===== src/rtl/tanh_rr_scheduler.sv =====
// Round-robin sharing of one combinational tanh_calc among N_REQ requesters,
// with an operand register (S1) and an output register (S2) around the LUT.

// Piecewise-linear tanh on sign-magnitude operands; the sign passes through.
module tanh_calc #(
  parameter int unsigned WIDTH     = 12,
  parameter int unsigned FRAC_BITS = 6
) (
  input  logic [WIDTH-1:0] x,
  output logic [WIDTH-1:0] y
);
  localparam int unsigned MW  = WIDTH - 1;
  localparam int unsigned ONE = 1 << FRAC_BITS;

  logic [MW-1:0] m;
  logic [MW-1:0] ym;

  assign m = x[MW-1:0];

  // Breakpoints at 0.5, 1, 2, 3; slopes 1, 1/2, 3/16, 1/16; saturates to 1.0.
  always_comb begin
    ym = MW'(ONE);
    if (m < MW'(ONE / 2))          ym = m;
    else if (m < MW'(ONE))         ym = (m >> 1) + MW'(ONE / 4);
    else if (m < MW'(2 * ONE))     ym = (((m << 1) + m) >> 4) + MW'(9 * ONE / 16);
    else if (m < MW'(3 * ONE))     ym = (m >> 4) + MW'(13 * ONE / 16);
  end

  assign y = {x[WIDTH-1], ym};
endmodule

module tanh_rr_scheduler #(
  parameter int unsigned N_REQ     = 4,
  parameter int unsigned WIDTH     = 12,
  parameter int unsigned FRAC_BITS = 6,
  parameter int unsigned ID_W      = 3,
  parameter int unsigned CNT_W     = 16
) (
  input  logic                   clk,
  input  logic                   rst,
  input  logic [N_REQ-1:0]       req_valid,
  input  logic [N_REQ*WIDTH-1:0] req_data,
  output logic [N_REQ-1:0]       req_ready,
  output logic                   rsp_valid,
  input  logic                   rsp_ready,
  output logic [WIDTH-1:0]       rsp_data,
  output logic [ID_W-1:0]        rsp_id,
  output logic [CNT_W-1:0]       ops_done,
  output logic                   busy
);
  logic             s1_valid;
  logic [WIDTH-1:0] s1_data;
  logic [ID_W-1:0]  s1_id;
  logic [ID_W-1:0]  ptr;
  logic [ID_W-1:0]  win;
  logic             found;
  logic             accept;
  logic             s1_free;
  logic             s2_free;
  logic [WIDTH-1:0] sel_data;
  logic [WIDTH-1:0] tanh_y;

  assign s2_free = !rsp_valid || rsp_ready;
  assign s1_free = !s1_valid || s2_free;
  assign accept  = found && s1_free && !rst;
  assign busy    = s1_valid || rsp_valid;

  // First valid requester searching upward from ptr, wrapping at N_REQ.
  always_comb begin
    found = 1'b0;
    win   = '0;
    for (int unsigned k = 0; k < N_REQ; k++) begin
      for (int unsigned i = 0; i < N_REQ; i++) begin
        if (!found && req_valid[i] && ((32'(ptr) + k) % N_REQ) == i) begin
          found = 1'b1;
          win   = ID_W'(i);
        end
      end
    end
  end

  always_comb begin
    sel_data  = '0;
    req_ready = '0;
    for (int unsigned i = 0; i < N_REQ; i++) begin
      if (32'(win) == i) begin
        sel_data     = req_data[i*WIDTH +: WIDTH];
        req_ready[i] = accept;
      end
    end
  end

  tanh_calc #(
    .WIDTH     (WIDTH),
    .FRAC_BITS (FRAC_BITS)
  ) u_tanh (
    .x (s1_data),
    .y (tanh_y)
  );

  // S1 refills in the same cycle it drains into S2, giving full throughput.
  always_ff @(posedge clk) begin
    if (rst) begin
      s1_valid  <= 1'b0;
      s1_data   <= '0;
      s1_id     <= '0;
      rsp_valid <= 1'b0;
      rsp_data  <= '0;
      rsp_id    <= '0;
      ops_done  <= '0;
      ptr       <= '0;
    end else begin
      if (accept) begin
        s1_data <= sel_data;
        s1_id   <= win;
        ptr     <= (32'(win) == N_REQ - 1) ? '0 : win + ID_W'(1);
      end
      if (s1_valid && s2_free) begin
        rsp_data <= tanh_y;
        rsp_id   <= s1_id;
      end
      s1_valid  <= accept || (s1_valid && !s2_free);
      rsp_valid <= (s1_valid && s2_free) || (rsp_valid && !rsp_ready);
      if (rsp_valid && rsp_ready) ops_done <= ops_done + CNT_W'(1);
    end
  end
endmodule

===== config.mk =====
export PLATFORM = sky130hd
export DESIGN_NAME = tanh_rr_scheduler
export DESIGN_NICKNAME = d
export VERILOG_FILES = /design/src/rtl/tanh_rr_scheduler.sv
export SDC_FILE = /design/constraint.sdc
export NUM_CORES = 1
export LEC_CHECK = 0
export BUFFER_PORTS_ARGS = -buffer_cell sky130_fd_sc_hd__buf_4
export CAP_MARGIN = 5
export CELL_PAD_IN_SITES_DETAIL_PLACEMENT = 1
export CELL_PAD_IN_SITES_GLOBAL_PLACEMENT = 1
export CORE_MARGIN = 2
export CORE_UTILIZATION = 41
export CTS_CLUSTER_SIZE = 10
export DETAILED_ROUTE_END_ITERATION = 12
export PLACE_DENSITY = 0.93
export SETUP_SLACK_MARGIN = 0.4
export SYNTH_ARGS = -nofsm -noshare
export SYNTH_HDL_FRONTEND = slang
export SYNTH_HIERARCHICAL = 1
export SYNTH_SLANG_ARGS = --single-unit

===== constraint.sdc =====
create_clock -name clk -period 4.5 [get_ports clk]
set_input_delay 0.9 -clock clk [delete_from_list [all_inputs] [get_ports clk]]
set_output_delay 0.9 -clock clk [all_outputs]
set_load 0.01 [all_outputs]

==> flow_summary.yaml, run 1 <==
setup_path:
  r2r-end: "rsp_data[6]$_SDFFE_PP0P_"
  criticalPathCategory: "input pin to output pin"
  setup.worst_path.end_class: "output pin"
  cp.arrival_ns: 2.72
  reg2regPathDepth: 13
  r2r_slack_ns: 0.94
  worstSetupStartpointType: "input pin"
  r2r_start: "s1_data[6]$_SDFFE_PP0P_"
  cp_max_fo: 25
  required_ns: 3.60
sta:
  finalHoldViolCount: 0
  worst_pin_slew_ns: 1.10
  whs_ns: 0.467
  finClkSkew_ns: 0.0113
  setup_tns_ns: 0
  post-route-period-util: 0.803
  worst_slack_ns: 0.885
  period_needed_ns: 3.62
  maxSlewHeadroom: 0.264
  setup_viol: 0
  grt_setup_unrepaired: "false"
  slew_violations: 0
  fmax_mhz: 277
pwr:
  pwr-share-clk: 0.175
  seqPwrFrac: 0.275
  p_leak_nw: 1.81
  p_int_mw: 1.21
  switching_share: 0.444
  power_density_mw_per_mm2: 508
  power_frac_comb: 0.550
  switchingPower_mw: 0.966
  ir_drop_mv: 0.192
drt:
  antenna_left: 0
  drcViolationCount: 0
  wire_per_inst_um: 18.8
  vias: 3722
  firstDrtPassIters: 5
  drt_iter0_drc: 180
  drt-total-wl_mm: 11.8
  viasPerCell: 5.91
die:
  ios: 92
  rows: 33
  core_area_mm2: 0.00818
  initial_core_util: 0.423
  die_h_um: 95.8
  die_x_um: 95.8
  die-area_mm2: 0.00918
worst_hold_path:
  hold_depth: 2
  min_from: "s1_id[0]$_SDFFE_PP0P_"
  min_path_type: "flop to flop"
  min_to: "rsp_id[0]$_SDFFE_PP0P_"
clock_tree:
  clock_path_buffers: 2
  path_clk_slew_ns: 0.10
  insertion_delay_ns: 0.30
  cts_setup_buffers: 0
  cts_resized: 0
  cts_hold_buf: 0
  htree_levels: 2
  cts_sinks: 48
  cts_inserted_buffers: 5
  cts_tree: "yes"
  clockRootBuffer: "clkbuf_8"
status:
  status: "completed"
synth:
  synth_area_mm2: 0.00346
  synth_edf_count: 0
  synth_seq_area_share: 0.278
  synth_fp_nets: 530
  ys_types: 66
  avgSynthCellArea_um2: 7.63
  synth_ff_type: "dfxtp_1"
  synthTopCellsByArea: "dfxtp_1, a21oi_1, ha_1"
  synth_top_area_cell: "dfxtp_1"
  synthCells: 453
  synthArstFlopShare: 0
  yosysTopAreaCellShare: 0.278
  synth_seq_cells: 48
  ys_warn_count: 6
global_routing:
  first_global_vias: 3817
  antenna_found_initial: 0
  overflow: 0
  grt_max_degree: 51
  grt_pass1_wl_mm: 18.9
  grt_usage: 0.262
place:
  place_area_mm2: 0.00415
  gp_congestion: 0.897
  dpl.hpwl_mm: 8.31
  portBuffers: 90
  pre_cts_slack_ns: 0.881
final_layout:
  final_cell_area_mm2: 0.00429
  antenna_cells: 0
  area.growth.synth_to_final_pct: 24.1
  drive_gt1_frac: 0.225
  final_nets: 601
flow_run:
  cap_violations: 0
## metal layers
metal  share of wire  wire (µm)  track usage  vias up
li1                -          -            -     1758
met1            0.40       4770        0.305     1784
met5               0          0            0        -
met3           0.067        796       0.0595       24
met4           0.024        278       0.0786        0
met2            0.51       5980        0.474      156
## critical path, stage by stage
cell and delay, ns:
buf_4 0.13, a21boi_0 0.16, o22ai_1 0.10, a21oi_1 0.35, inv_1 0.13, ha_1 0.53, and2_1 0.28, buf_4 0.14
## Yosys cell counts (3+ instances only)
master,instances
a21oi_1,64
nand2_1,62
dfxtp_1,48
o21ai_0,31
inv_1,26
ha_1,22
clkbuf_1,20
nor2_1,20
a22oi_1,15
nand3b_1,14
xor2_1,14
nand3_1,10
nand4_1,8
xnor2_1,7
nor2b_1,5
a221o_1,4
and2_1,4
and3_1,3
buf_2,3
buf_4,3
nor3_1,3
nor4_1,3
o21a_1,3
o21ai_1,3
or3_1,3
## stage by stage
step                cells  power (mW)  utilization
global placement      622        1.68        0.508
finish                630        2.18        0.524
detailed placement    622        1.74        0.508
CTS                   630        2.16        0.524
global route          630        2.33        0.524
floorplan             453        1.42            -
## power by group through the flow
stage	Clock [mW]	Sequential [mW]	Combinational [mW]
floorplan	0	0.575	0.847
global placement	0	0.594	1.08
detailed placement	0	0.601	1.14
CTS	0.387	0.595	1.18
global route	0.406	0.609	1.31
finish	0.382	0.598	1.20
## final cells by class
cell class              count  area, µm²
well taps                 105        131
inverters                  26       97.6
repair buffers             92        691
flip-flops and latches     48        961
clock inverters             3       68.8
fillers                  1061       3890
clock buffers               5       68.8
multi-input cells         351       2270
## worst max-delay path by stage
stage	from	endpoint	slack, ns	depth (start not counted)
floorplan	req_valid[1]	req_ready[3]	1.24	7
global route	s1_data[6]$_SDFFE_PP0P_	rsp_data[6]$_SDFFE_PP0P_	0.62	13
detailed placement	req_valid[0]	req_ready[2]	0.88	8
finish	req_valid[0]	req_ready[2]	0.88	8
CTS	req_valid[0]	req_ready[2]	0.87	8
global placement	req_valid[0]	req_ready[2]	0.95	8
## cells in the final DEF, fill, tap and decap left out, types with 3 or more instances in the layout
cell | synthesis | layout
a21oi_1 | 64 | 64
a221o_1 | 4 | 4
a22oi_1 | 15 | 15
and2_1 | 4 | 4
and3_1 | 3 | 3
buf_4 | 3 | 92
clkbuf_8 | 0 | 5
dfxtp_1 | 48 | 48
ha_1 | 22 | 22
inv_1 | 26 | 26
nand2_1 | 62 | 62
nand3_1 | 10 | 10
nand3b_1 | 14 | 14
nand4_1 | 8 | 8
nor2_1 | 20 | 20
nor2b_1 | 5 | 5
nor3_1 | 3 | 3
nor4_1 | 3 | 3
o21a_1 | 3 | 3
o21ai_0 | 31 | 31
o21ai_1 | 3 | 3
or3_1 | 3 | 3
xnor2_1 | 7 | 7
xor2_1 | 14 | 14
## cell families (layout without fill, tap and decap cells)
group / Yosys count / in the layout / share of synthesized area
AND/OR/NAND/NOR: 156 / 156 / 0.233
XOR/XNOR: 22 / 22 / 0.0597
multiplexers: 2 / 2 / 0.00615
other: 1 / 1 / 0.00109
AO/OA/AOI/OAI: 148 / 148 / 0.277
flip-flops: 48 / 48 / 0.278
buffers and inverters: 54 / 126 / 0.0652
adder cells (fa/ha/maj): 22 / 22 / 0.0797
## registers in the layout (all words and copies together), names as in the netlist
signal,flops
ops_done,16
ptr,2
rsp_data,12
rsp_id,2
rsp_valid,1
s1_data,12
s1_id,2
s1_valid,1
Power figures use the tool's default switching activity.
==> inputs of run 2 (changes only) <==
CORE_UTILIZATION = 38   (was 41)
PLACE_DENSITY = 0.87   (was 0.93)
clock period = 3.66 ns   (was 4.5 ns; I/O delays follow)
==> run 2 against run 1 <==
Register-to-register slack worse by 0.27 ns. Flip-flop and latch count unchanged. Sequential power up 18%. Non-clock buffer count up 5. First-iteration DRC count down 9.4%. Hold slack worse by 0.0053 ns. Sequential share of layout area down 0.26 points. Cell area up 1.2%. Combinational power up 23%. Clock-buffer cell count unchanged. Routed wire length down 12%. Critical path type unchanged. Critical endpoint is now req_ready[0].
==> flow_summary.yaml, run 2 (synthesis results as in run 1) <==
drt:
  drt_iter0_drc: 163
  viasPerCell: 5.62
  drcViolationCount: 0
  vias: 3587
  wire_per_inst_um: 16.3
  firstDrtPassIters: 5
  drt-total-wl_mm: 10.4
  antenna_left: 0
status:
  status: "completed"
setup_path:
  worstPathCellList: "buf_4, a21boi_0, o22ai_1, a21oi_1, inv_1, ha_1, and2_1, buf_4"
  critPathMaxStageDelay_ns: 0.39
  required_ns: 2.93
  cp.depth: 8
  cp.arrival_ns: 2.36
  reg2regPathDepth: 11
  crit_family: "compound AO/OA/AOI/OAI gates"
  criticalPathCategory: "input pin to output pin"
  cpMostUsedCell: "buf_4"
  critPathBufInv: 3
  slowest_stage: "a21oi_1"
  cp_max_fo: 13
  worstSetupStartpointType: "input pin"
  setup.worst_path.end_class: "output pin"
die:
  ios: 92
  initial_core_util: 0.394
  die_h_um: 99.4
  die-area_mm2: 0.00987
  core_area_mm2: 0.00876
  rows: 34
  die_x_um: 99.4
pwr:
  power_density_mw_per_mm2: 613
  power.total_mw: 2.66
  ir_drop_mv: 0.220
  p_leak_nw: 1.84
clock_tree:
  clockRootBuffer: "clkbuf_8"
  cts_inserted_buffers: 5
  cts_tree: "yes"
  cts_hold_buf: 0
  path_clk_slew_ns: 0.09
  cts_setup_buffers: 0
  cts_sinks: 48
  insertion_delay_ns: 0.31
  clock_path_buffers: 2
  htree_levels: 2
global_routing:
  grt_pass1_wl_mm: 17.5
  first_global_vias: 3622
  overflow: 0
  antenna_found_initial: 0
  grt_usage: 0.213
  grt_max_degree: 51
place:
  portBuffers: 90
  dpl.hpwl_mm: 8.08
  gp_congestion: 0.959
sta:
  setup_viol: 0
  grt_setup_unrepaired: "false"
  period_needed_ns: 3.10
  setup_tns_ns: 0
  post-route-period-util: 0.846
  slew_violations: 0
  fmax_mhz: 323
  finalHoldViolCount: 0
  finClkSkew_ns: 0.00682
  worst_pin_slew_ns: 0.997
  maxSlewHeadroom: 0.334
final_layout:
  reg.largest.list: "ops_done x16, rsp_data x12, s1_data x12"
  layout_common_cells: "buf_4, a21oi_1, nand2_1"
  largest_reg_flops: 16
  antenna_cells: 0
  layout_commonest_cell: "buf_4"
  area.growth.synth_to_final_pct: 25.6
  regMostFlops: "ops_done"
  final_nets: 606
  drive_gt1_frac: 0.238
worst_hold_path:
  min_path_type: "flop to flop"
  hold_depth: 2
flow_run:
  cap_violations: 0
## run 2: cell count changes in the layout (fill, tap and decap cells not counted)
| cell | before | now |
|---|---|---|
| buf_4 | 92 | 97 |
| a21oi_1 | 64 | 63 |
| ha_2 | 0 | 1 |
| o21bai_2 | 0 | 1 |
| o21bai_1 | 1 | 0 |
| ha_1 | 22 | 21 |
| a21oi_2 | 0 | 1 |
## run 2: layout make-up
type	count	area, µm²
fill	1117	4420
multi-input combinational	351	2280
inverter	26	97.6
timing repair buffer	97	728
sequential	48	961
clock buffer	5	68.8
tap	108	135
clock inverter	3	68.8
## run 2: metal layers
metal	track usage	part of all wire	vias up
met5	0	0	-
met4	0.0379	0.0066	0
met2	0.373	0.49	120
li1	-	-	1768
met1	0.275	0.44	1693
met3	0.0436	0.066	6
## run 2: worst paths after layout
path	from	end	slack (ns)
min reg2reg	rsp_data[3]$_SDFFE_PP0P_	rsp_data[3]$_SDFFE_PP0P_	0.46
min	rsp_data[3]$_SDFFE_PP0P_	rsp_data[3]$_SDFFE_PP0P_	0.46
max reg2reg	s1_data[3]$_SDFFE_PP0P_	rsp_data[6]$_SDFFE_PP0P_	0.67
max	req_valid[0]	req_ready[0]	0.56
## run 2: power breakdown
group	internal [mW]	switching, mW
Sequential	0.610	0.0977
Combinational	0.626	0.859
Clock	0.275	0.192
Total	1.51	1.15
## run 2: worst reg2reg max path, delay by kind of cell (launching register included)
kind            cells  cell delay [ns]
compound gates      7             1.64
fa+ha+maj           2             0.61
flops               1             0.46
simple gates        2             0.23
## run 2: metrics by stage
step / hold slack [ns] / utilization / instance area [µm²] / setup slack, ns / std cells
global placement: 0.444 / 0.478 / 4190 / 0.648 / 630
detailed placement: 0.454 / 0.478 / 4190 / 0.529 / 630
floorplan: 0.427 / - / 3460 / 0.649 / 453
finish: 0.462 / 0.495 / 4340 / 0.563 / 638
CTS: 0.469 / 0.494 / 4330 / 0.492 / 638
global route: 0.494 / 0.495 / 4340 / 0.407 / 638
## run 2: timing repair
item / CTS / global route
resized for setup: 0 / 3
endpoints found under the setup margin: 0 / 1
hold endpoints to repair: 0 / 0
